==> src/rtl/status_bar_gen_pkg.sv <==
// Shared types and constants for the Dungeon Crawler HUD status bars.
package status_pkg;

    typedef enum logic [1:0] {
        ST_ALIVE     = 2'd0,
        ST_HIT_FLASH = 2'd1,
        ST_DEAD      = 2'd2
    } state_e;

    localparam logic [1:0] HB_NONE = 2'b00;
    localparam logic [1:0] HB_LOW  = 2'b01;
    localparam logic [1:0] HB_MID  = 2'b10;
    localparam logic [1:0] HB_FULL = 2'b11;

    localparam int HEALTH_W = 7;
    localparam int SCORE_W  = 8;
    localparam int AMT_W    = 4;
    localparam int COORD_W  = 10;
    localparam int CMP_W    = 11;

    // Bar colour band chosen from the displayed health relative to full health.
    function automatic logic [1:0] level_code(input logic [HEALTH_W-1:0] h, input int hmax);
        int hv;
        hv = int'(h);
        if (hv >= hmax / 2)      return HB_FULL;
        else if (hv >= hmax / 4) return HB_MID;
        else if (hv > 0)         return HB_LOW;
        else                     return HB_NONE;
    endfunction

endpackage

==> src/rtl/status_bar_gen_if.sv <==
// Bus between the game-logic/display-timing sources and the status bar generator.
interface status_bar_if;
    import status_pkg::*;

    logic                video_on;
    logic [COORD_W-1:0]  pixel_row;
    logic [COORD_W-1:0]  pixel_column;
    logic                frame_tick;
    logic                hit;
    logic [AMT_W-1:0]    hit_amt;
    logic                heal;
    logic [AMT_W-1:0]    heal_amt;
    logic                treasure;
    logic [AMT_W-1:0]    treasure_amt;
    logic                game_restart;
    logic [1:0]          health_disp;
    logic                score_disp;
    logic [HEALTH_W-1:0] health;
    logic [SCORE_W-1:0]  score;
    logic                dead;

    modport master (
        output video_on, pixel_row, pixel_column, frame_tick,
        output hit, hit_amt, heal, heal_amt, treasure, treasure_amt, game_restart,
        input  health_disp, score_disp, health, score, dead
    );

    modport slave (
        input  video_on, pixel_row, pixel_column, frame_tick,
        input  hit, hit_amt, heal, heal_amt, treasure, treasure_amt, game_restart,
        output health_disp, score_disp, health, score, dead
    );

endinterface

==> src/rtl/status_bar_gen_bar_hit.sv <==
// Combinational test of a pixel position against a bar rectangle.
module bar_hit
    import status_pkg::*;
(
    input  logic [COORD_W-1:0] row_i,
    input  logic [COORD_W-1:0] col_i,
    input  logic [CMP_W-1:0]   x0_i,
    input  logic [CMP_W-1:0]   y0_i,
    input  logic [CMP_W-1:0]   height_i,
    input  logic [CMP_W-1:0]   len_i,
    output logic               hit_o
);

    logic [CMP_W-1:0] row;
    logic [CMP_W-1:0] col;

    // One extra bit so origin + extent never wraps.
    assign row   = {1'b0, row_i};
    assign col   = {1'b0, col_i};
    assign hit_o = (row >= y0_i) && (row < y0_i + height_i) &&
                   (col >= x0_i) && (col < x0_i + len_i);

endmodule

==> src/rtl/status_bar_gen.sv <==
// HUD health/score state and per-pixel bar rendering.
// Optional hit-flash blanking of the health bar is enabled by STATUS_HIT_FLASH_EN.
module status_bar_gen
    import status_pkg::*;
#(
    parameter int HEALTH_MAX   = 64,
    parameter int SCORE_MAX    = 255,
    parameter int BAR_X0       = 16,
    parameter int HBAR_Y0      = 8,
    parameter int SBAR_Y0      = 20,
    parameter int BAR_H        = 8,
    parameter int PIX_PER_UNIT = 2
`ifdef STATUS_HIT_FLASH_EN
    , parameter int FLASH_FRAMES = 8
`endif
) (
    input  logic clk,
    input  logic reset_n,
    status_bar_if.slave bus
);

    localparam logic [HEALTH_W-1:0] HMAX_C  = HEALTH_W'(HEALTH_MAX);
    localparam logic signed [8:0]   HMAX_S  = 9'(HEALTH_MAX);
    localparam logic [SCORE_W-1:0]  SMAX_C  = SCORE_W'(SCORE_MAX);
    localparam logic [8:0]          SMAX_9  = 9'(SCORE_MAX);
    localparam logic [CMP_W-1:0]    X0_C    = CMP_W'(BAR_X0);
    localparam logic [CMP_W-1:0]    HY0_C   = CMP_W'(HBAR_Y0);
    localparam logic [CMP_W-1:0]    SY0_C   = CMP_W'(SBAR_Y0);
    localparam logic [CMP_W-1:0]    BH_C    = CMP_W'(BAR_H);
    localparam logic [CMP_W-1:0]    PPU_C   = CMP_W'(PIX_PER_UNIT);

    state_e              state_q, state_d;
    logic [HEALTH_W-1:0] health_q, health_d;
    logic [SCORE_W-1:0]  score_q, score_d;
    logic [HEALTH_W-1:0] dispHealth_q;
    logic [SCORE_W-1:0]  dispScore_q;
    logic [1:0]          healthDisp_q;
    logic                scoreDisp_q;

    logic [8:0]          healExt, hitExt;
    logic signed [8:0]   healthSum;
    logic [HEALTH_W-1:0] newHealth;
    logic [8:0]          scoreSum;
    logic [SCORE_W-1:0]  newScore;
    logic                healthBlank;
    logic                inHealthBar, inScoreBar;

`ifdef STATUS_HIT_FLASH_EN
    localparam int FLASH_W = $clog2(FLASH_FRAMES + 1);
    localparam logic [FLASH_W-1:0] FLASH_C = FLASH_W'(FLASH_FRAMES);
    logic [FLASH_W-1:0] flash_q, flash_d;
`endif

    // Heal and hit combine into one signed delta, then clamp to 0..HEALTH_MAX.
    assign healExt   = bus.heal ? 9'(bus.heal_amt) : 9'd0;
    assign hitExt    = bus.hit  ? 9'(bus.hit_amt)  : 9'd0;
    assign healthSum = $signed({2'b00, health_q}) + $signed(healExt) - $signed(hitExt);
    assign scoreSum  = {1'b0, score_q} + 9'(bus.treasure_amt);
    assign newScore  = (scoreSum > SMAX_9) ? SMAX_C : scoreSum[SCORE_W-1:0];

    always_comb begin
        newHealth = healthSum[HEALTH_W-1:0];
        if (healthSum[8])
            newHealth = '0;
        else if (healthSum > HMAX_S)
            newHealth = HMAX_C;
    end

    always_comb begin
        state_d  = state_q;
        health_d = health_q;
        score_d  = score_q;
`ifdef STATUS_HIT_FLASH_EN
        flash_d  = flash_q;
`endif
        if (bus.game_restart) begin
            state_d  = ST_ALIVE;
            health_d = HMAX_C;
            score_d  = '0;
`ifdef STATUS_HIT_FLASH_EN
            flash_d  = '0;
`endif
        end else if (state_q != ST_DEAD) begin
            health_d = newHealth;
            if (bus.treasure)
                score_d = newScore;
            if (newHealth == '0) begin
                state_d = ST_DEAD;
`ifdef STATUS_HIT_FLASH_EN
                flash_d = '0;
            end else if (bus.hit && (bus.hit_amt != '0)) begin
                state_d = ST_HIT_FLASH;
                flash_d = FLASH_C;
            end else if ((state_q == ST_HIT_FLASH) && bus.frame_tick) begin
                flash_d = flash_q - FLASH_W'(1);
                if (flash_q == FLASH_W'(1))
                    state_d = ST_ALIVE;
`endif
            end
        end
    end

    always_ff @(posedge clk) begin
        if (!reset_n) begin
            state_q  <= ST_ALIVE;
            health_q <= HMAX_C;
            score_q  <= '0;
`ifdef STATUS_HIT_FLASH_EN
            flash_q  <= '0;
`endif
        end else begin
            state_q  <= state_d;
            health_q <= health_d;
            score_q  <= score_d;
`ifdef STATUS_HIT_FLASH_EN
            flash_q  <= flash_d;
`endif
        end
    end

`ifdef STATUS_HIT_FLASH_EN
    assign healthBlank = (state_q == ST_DEAD) || ((state_q == ST_HIT_FLASH) && flash_q[0]);
`else
    assign healthBlank = (state_q == ST_DEAD);
`endif

    bar_hit u_health_bar (
        .row_i    (bus.pixel_row),
        .col_i    (bus.pixel_column),
        .x0_i     (X0_C),
        .y0_i     (HY0_C),
        .height_i (BH_C),
        .len_i    (CMP_W'(dispHealth_q) * PPU_C),
        .hit_o    (inHealthBar)
    );

    bar_hit u_score_bar (
        .row_i    (bus.pixel_row),
        .col_i    (bus.pixel_column),
        .x0_i     (X0_C),
        .y0_i     (SY0_C),
        .height_i (BH_C),
        .len_i    (CMP_W'(dispScore_q)),
        .hit_o    (inScoreBar)
    );

    // Displayed copies change only at frame start so a bar never tears mid-frame.
    always_ff @(posedge clk) begin
        if (!reset_n) begin
            dispHealth_q <= HMAX_C;
            dispScore_q  <= '0;
            healthDisp_q <= HB_NONE;
            scoreDisp_q  <= 1'b0;
        end else begin
            if (bus.frame_tick) begin
                dispHealth_q <= health_q;
                dispScore_q  <= score_q;
            end
            healthDisp_q <= (bus.video_on && inHealthBar && !healthBlank) ?
                            level_code(dispHealth_q, HEALTH_MAX) : HB_NONE;
            scoreDisp_q  <= bus.video_on && inScoreBar;
        end
    end

    assign bus.health_disp = healthDisp_q;
    assign bus.score_disp  = scoreDisp_q;
    assign bus.health      = health_q;
    assign bus.score       = score_q;
    assign bus.dead        = (state_q == ST_DEAD);

endmodule

==> src/flat_wrapper.sv <==
// flat-port wrapper written by rule: the top's interface ports become plain ports
module status_bar_gen_flat import status_pkg::*;
#(
    parameter int HEALTH_MAX   = 64,
    parameter int SCORE_MAX    = 255,
    parameter int BAR_X0       = 16,
    parameter int HBAR_Y0      = 8,
    parameter int SBAR_Y0      = 20,
    parameter int BAR_H        = 8,
    parameter int PIX_PER_UNIT = 2

)
  (clk, reset_n, bus_video_on, bus_pixel_row, bus_pixel_column, bus_frame_tick, bus_hit, bus_hit_amt, bus_heal, bus_heal_amt, bus_treasure, bus_treasure_amt, bus_game_restart, bus_health_disp, bus_score_disp, bus_health, bus_score, bus_dead);
  status_bar_if bus_i ();
  input  logic clk;
  input  logic reset_n;
  input wire logic [$bits(bus_i.video_on)-1:0] bus_video_on;
  input wire logic [$bits(bus_i.pixel_row)-1:0] bus_pixel_row;
  input wire logic [$bits(bus_i.pixel_column)-1:0] bus_pixel_column;
  input wire logic [$bits(bus_i.frame_tick)-1:0] bus_frame_tick;
  input wire logic [$bits(bus_i.hit)-1:0] bus_hit;
  input wire logic [$bits(bus_i.hit_amt)-1:0] bus_hit_amt;
  input wire logic [$bits(bus_i.heal)-1:0] bus_heal;
  input wire logic [$bits(bus_i.heal_amt)-1:0] bus_heal_amt;
  input wire logic [$bits(bus_i.treasure)-1:0] bus_treasure;
  input wire logic [$bits(bus_i.treasure_amt)-1:0] bus_treasure_amt;
  input wire logic [$bits(bus_i.game_restart)-1:0] bus_game_restart;
  output wire logic [$bits(bus_i.health_disp)-1:0] bus_health_disp;
  output wire logic [$bits(bus_i.score_disp)-1:0] bus_score_disp;
  output wire logic [$bits(bus_i.health)-1:0] bus_health;
  output wire logic [$bits(bus_i.score)-1:0] bus_score;
  output wire logic [$bits(bus_i.dead)-1:0] bus_dead;
  assign bus_i.video_on = bus_video_on;
  assign bus_i.pixel_row = bus_pixel_row;
  assign bus_i.pixel_column = bus_pixel_column;
  assign bus_i.frame_tick = bus_frame_tick;
  assign bus_i.hit = bus_hit;
  assign bus_i.hit_amt = bus_hit_amt;
  assign bus_i.heal = bus_heal;
  assign bus_i.heal_amt = bus_heal_amt;
  assign bus_i.treasure = bus_treasure;
  assign bus_i.treasure_amt = bus_treasure_amt;
  assign bus_i.game_restart = bus_game_restart;
  assign bus_health_disp = bus_i.health_disp;
  assign bus_score_disp = bus_i.score_disp;
  assign bus_health = bus_i.health;
  assign bus_score = bus_i.score;
  assign bus_dead = bus_i.dead;
  status_bar_gen #(.HEALTH_MAX(HEALTH_MAX), .SCORE_MAX(SCORE_MAX), .BAR_X0(BAR_X0), .HBAR_Y0(HBAR_Y0), .SBAR_Y0(SBAR_Y0), .BAR_H(BAR_H), .PIX_PER_UNIT(PIX_PER_UNIT)) u_core (.clk(clk), .reset_n(reset_n), .bus(bus_i));
endmodule
==> config.mk <==
export PLATFORM = sky130hd
export DESIGN_NAME = status_bar_gen_flat
export DESIGN_NICKNAME = d
export VERILOG_FILES = /design/src/rtl/status_bar_gen_pkg.sv /design/src/rtl/status_bar_gen_if.sv /design/src/rtl/status_bar_gen_bar_hit.sv /design/src/rtl/status_bar_gen.sv /design/src/flat_wrapper.sv
export SDC_FILE = /design/constraint.sdc
export NUM_CORES = 1
export LEC_CHECK = 0
export ABC_AREA = 0
export CAP_MARGIN = 25
export CELL_PAD_IN_SITES_DETAIL_PLACEMENT = 2
export CELL_PAD_IN_SITES_GLOBAL_PLACEMENT = 2
export CORE_ASPECT_RATIO = 0.5
export CORE_UTILIZATION = 36
export CTS_CLUSTER_DIAMETER = 30
export DETAILED_ROUTE_END_ITERATION = 8
export HOLD_SLACK_MARGIN = 0.03
export PLACE_DENSITY = 0.82
export SYNTH_ARGS = -nofsm -noshare
export SYNTH_HDL_FRONTEND = slang
export SYNTH_HIERARCHICAL = 1
export SYNTH_SLANG_ARGS = --single-unit
==> constraint.sdc <==
create_clock -name clk -period 3.8 [get_ports clk]
set_input_delay 0.76 -clock clk [delete_from_list [all_inputs] [get_ports clk]]
set_output_delay 0.76 -clock clk [all_outputs]
set_load 0.01 [all_outputs]
==> results.sh <==
export IMPL_status="complete, no violations"
export IMPL_vias=5613
export IMPL_required_ns=3.97
export IMPL_htreeDepth=2
export IMPL_crit_path_max_fanout=5
export IMPL_peakVddDrop_mv=0.518
export IMPL_holdPathEnd="u_core/dispScore_q[6]"
export IMPL_netlist_instances=674
export IMPL_reg2reg_depth=14
export IMPL_yosysTopAreaCell="ha_1"
export IMPL_dpl_hpwl_mm=14.1
export IMPL_ctsHoldBuffers=0
export IMPL_maxSlewHeadroom_pct=36.0
export IMPL_rr_startpoint="u_core/dispHealth_q[3]"
export IMPL_antenna_cells=0
export IMPL_reg2reg_to="u_core/bus.health_disp[0]"
export IMPL_placed_area_um2=6890
export IMPL_clkLatencyLatePin_ns=0.28
export IMPL_grt_max_degree=20
export IMPL_antenna_found_initial=1
export IMPL_ys_flop_type="dfxtp_1"
export IMPL_power_density_nw_per_um2=420
export IMPL_die_h_um=90.1
export IMPL_root_buffer="clkbuf_16"
export IMPL_seq_area_frac_synth_pct=12.2
export IMPL_start_util_pct=37.7
export IMPL_max_cap_violations=0
export IMPL_drc=0
export IMPL_dieWidth_um=178
export IMPL_grtUsageTotal_pct=23.4
export IMPL_gr_total_overflow=0
export IMPL_row_count=31
export IMPL_place_congestion=0.804
export IMPL_wl_per_cell_um=18.6
export IMPL_slowest_stage="clkdlybuf4s50_1"
export IMPL_finalCriticalPeriod_ns=3.80
export IMPL_finalMaxSlewViolations=0
export IMPL_leakage_nw=3.42
export IMPL_design_die_area_um2=16100
export IMPL_worstHoldStart="u_core/dispScore_q[6]"
export IMPL_cts_tree="built"
export IMPL_ys_seq_elements=34
export IMPL_pre_cts_ws_ns=0.00107
export IMPL_cp_num_buf_inv=2
export IMPL_fin_area_um2=7090
export IMPL_io_pins=59
export IMPL_core_area_um2=14800
export IMPL_cts_num_sinks=34
export IMPL_fin_cells=1058
export IMPL_viasPerCell=5.31
export IMPL_final_nets=1038
export IMPL_synth_top_cell_area_share_pct=29.1
export IMPL_fin_skew_ns=0.00931
export IMPL_yosysMostFrequentCell="ha_1"
export IMPL_clockBufferDepth=2
export IMPL_crit_family="adder cells"
export IMPL_grt_first_pass_wirelength_mm=30.2
export IMPL_ant_nets=0
export IMPL_hp_class="reg -> reg"
export IMPL_startpoint_type="input pin"
export IMPL_final_util_pct=47.8
export IMPL_arrival_ns=3.97
export IMPL_portBuffers=58
export IMPL_cts_setup_buffers=0
export IMPL_synth_edf_count=0
export IMPL_grt_pass1_vias=6074
export IMPL_fin_crit_sh_pct=100
export IMPL_worst_hold_path_num_cells=2
export IMPL_max_stage_delay_ns=0.54
export IMPL_drive_gt1_share_pct=4.42
export IMPL_fmaxAchievable_ghz=0.263
export IMPL_clkSlewWorstSetupHoldPaths_ns=0.06
export IMPL_path_class="in -> reg"
export IMPL_cts_made_buffers=5
export IMPL_yosysUniqueCellTypes=67
export IMPL_setup_slack_ns=0.000306
export IMPL_wirelength_mm=19.7
export IMPL_syn_to_final_growth_pct=26.8
export IMPL_hold_violations=0
export IMPL_synthArstFlopShare_pct=0
export IMPL_first_pass_iters=4
export IMPL_numPlacedInstances=1050
export IMPL_first_iter_violations=151
export IMPL_critPathCaptureType="flip-flop"
export IMPL_regToRegSetupSlack_ns=0.24
export IMPL_synth_area_per_cell_um2=8.29
export IMPL_worst_pin_slew_ns=0.958
export IMPL_fin_setup_tns_ns=0
export IMPL_post_cts_resized=0
export IMPL_ys_warn_count=6
export IMPL_crit_chain="clkdlybuf4s50_1 -> nand2_1 -> fa_1 -> inv_1 -> fa_2 -> xor2_1 -> nor3_1 -> o211a_1 -> a31oi_1 -> nor4b_1 -> and4b_1"
export IMPL_yosys_top_cells_count="ha_1 (130), inv_1 (74), a21oi_1 (50), dfxtp_1 (34)"
export IMPL_synthTopCellsByArea="ha_1 (29%), dfxtp_1 (12%), inv_1 (5.0%)"
export IMPL_setup_viol=0
export IMPL_netlist_area_um2=5590
cell usage in the layout, fill, tap and decap left out, types with 10 or more instances in the layout:
master	count
clkdlybuf4s50_1	58
nand3_1	10
o21ai_0	31
xor2_1	25
o21a_1	10
xnor2_1	19
conb_1	125
nor3_1	18
nand2_1	31
nor2_1	29
dfxtp_1	34
a21o_1	19
nor2b_1	24
nand2b_1	11
ha_1	130
a21oi_1	50
inv_1	74
mux2i_1	20
metrics by stage:
| step | hold slack [ns] | power (mW) |
|---|---|---|
| detailed placement | 0.527 | 2.18 |
| finish | 0.577 | 2.98 |
| CTS | 0.545 | 2.85 |
| global placement | 0.506 | 2.10 |
| global route | 0.613 | 3.15 |
| floorplan | 0.487 | 1.73 |
layout make-up:
type	instances	area [µm²]
clock buffers	5	125
clock inverters	3	68.8
fillers	1714	7730
inverters	74	278
multi-input cells	678	5050
flip-flops and latches	34	681
well taps	198	248
repair buffers	66	641
where the power goes:
group	leakage, nW	switching (mW)	internal, mW
clock	0.0940	0.173	0.377
sequential	0.275	0.0871	0.407
combinational	3.05	1.15	0.786
total	3.42	1.41	1.57
cells by family after synthesis:
logic type,synth area share (%)
AOI/OAI and AO/OA,23.3
and+or+nand+nor,15.7
adders and majority gates,32.3
buffers and inverters,5.93
xor gates and xnor gates,6.89
DFF,12.2
muxes,3.58
other,0.134
routing by layer:
metal / vias up / wire length [µm] / track usage (%)
met1: 2753 / 8700 / 27.8
li1: 2711 / - / -
met3: 36 / 513 / 2.16
met5: - / 0 / 0
met4: 0 / 455 / 4.87
met2: 113 / 9990 / 45.1
worst register-to-register path, delay by kind of cell (launching register included):
| family | cells | cell delay (ns) |
|---|---|---|
| fa+ha+maj | 2 | 0.48 |
| simple gates | 5 | 1.35 |
| compound gates | 6 | 1.16 |
| xor+xnor | 1 | 0.17 |
| flops | 1 | 0.33 |
sequential cells by signal (all words and copies together) (netlist names):
name,flops
u_core/bus.score,8
u_core/state_q,1
u_core/bus.health_disp,2
u_core/bus.health,7
u_core/dispScore_q,8
u_core/bus.score_disp,1
u_core/dispHealth_q,7
worst max-delay path by stage:
stage | start | to | slack (ns) | cells past startpoint
final | bus_heal | u_core/state_q[1] | 0.0003 | 11
after detailed placement | bus_heal | u_core/bus.health[1] | 0.001 | 11
after CTS | bus_heal | u_core/bus.health[0] | 0.11 | 11
after global routing | u_core/dispHealth_q[3] | u_core/bus.health_disp[0] | -0.006 | 14
after floorplan | bus_hit_amt[1] | u_core/bus.health[1] | 0.68 | 10
after global placement | bus_hit | u_core/state_q[1] | 0.08 | 11
Power figures use the tool's default switching activity.
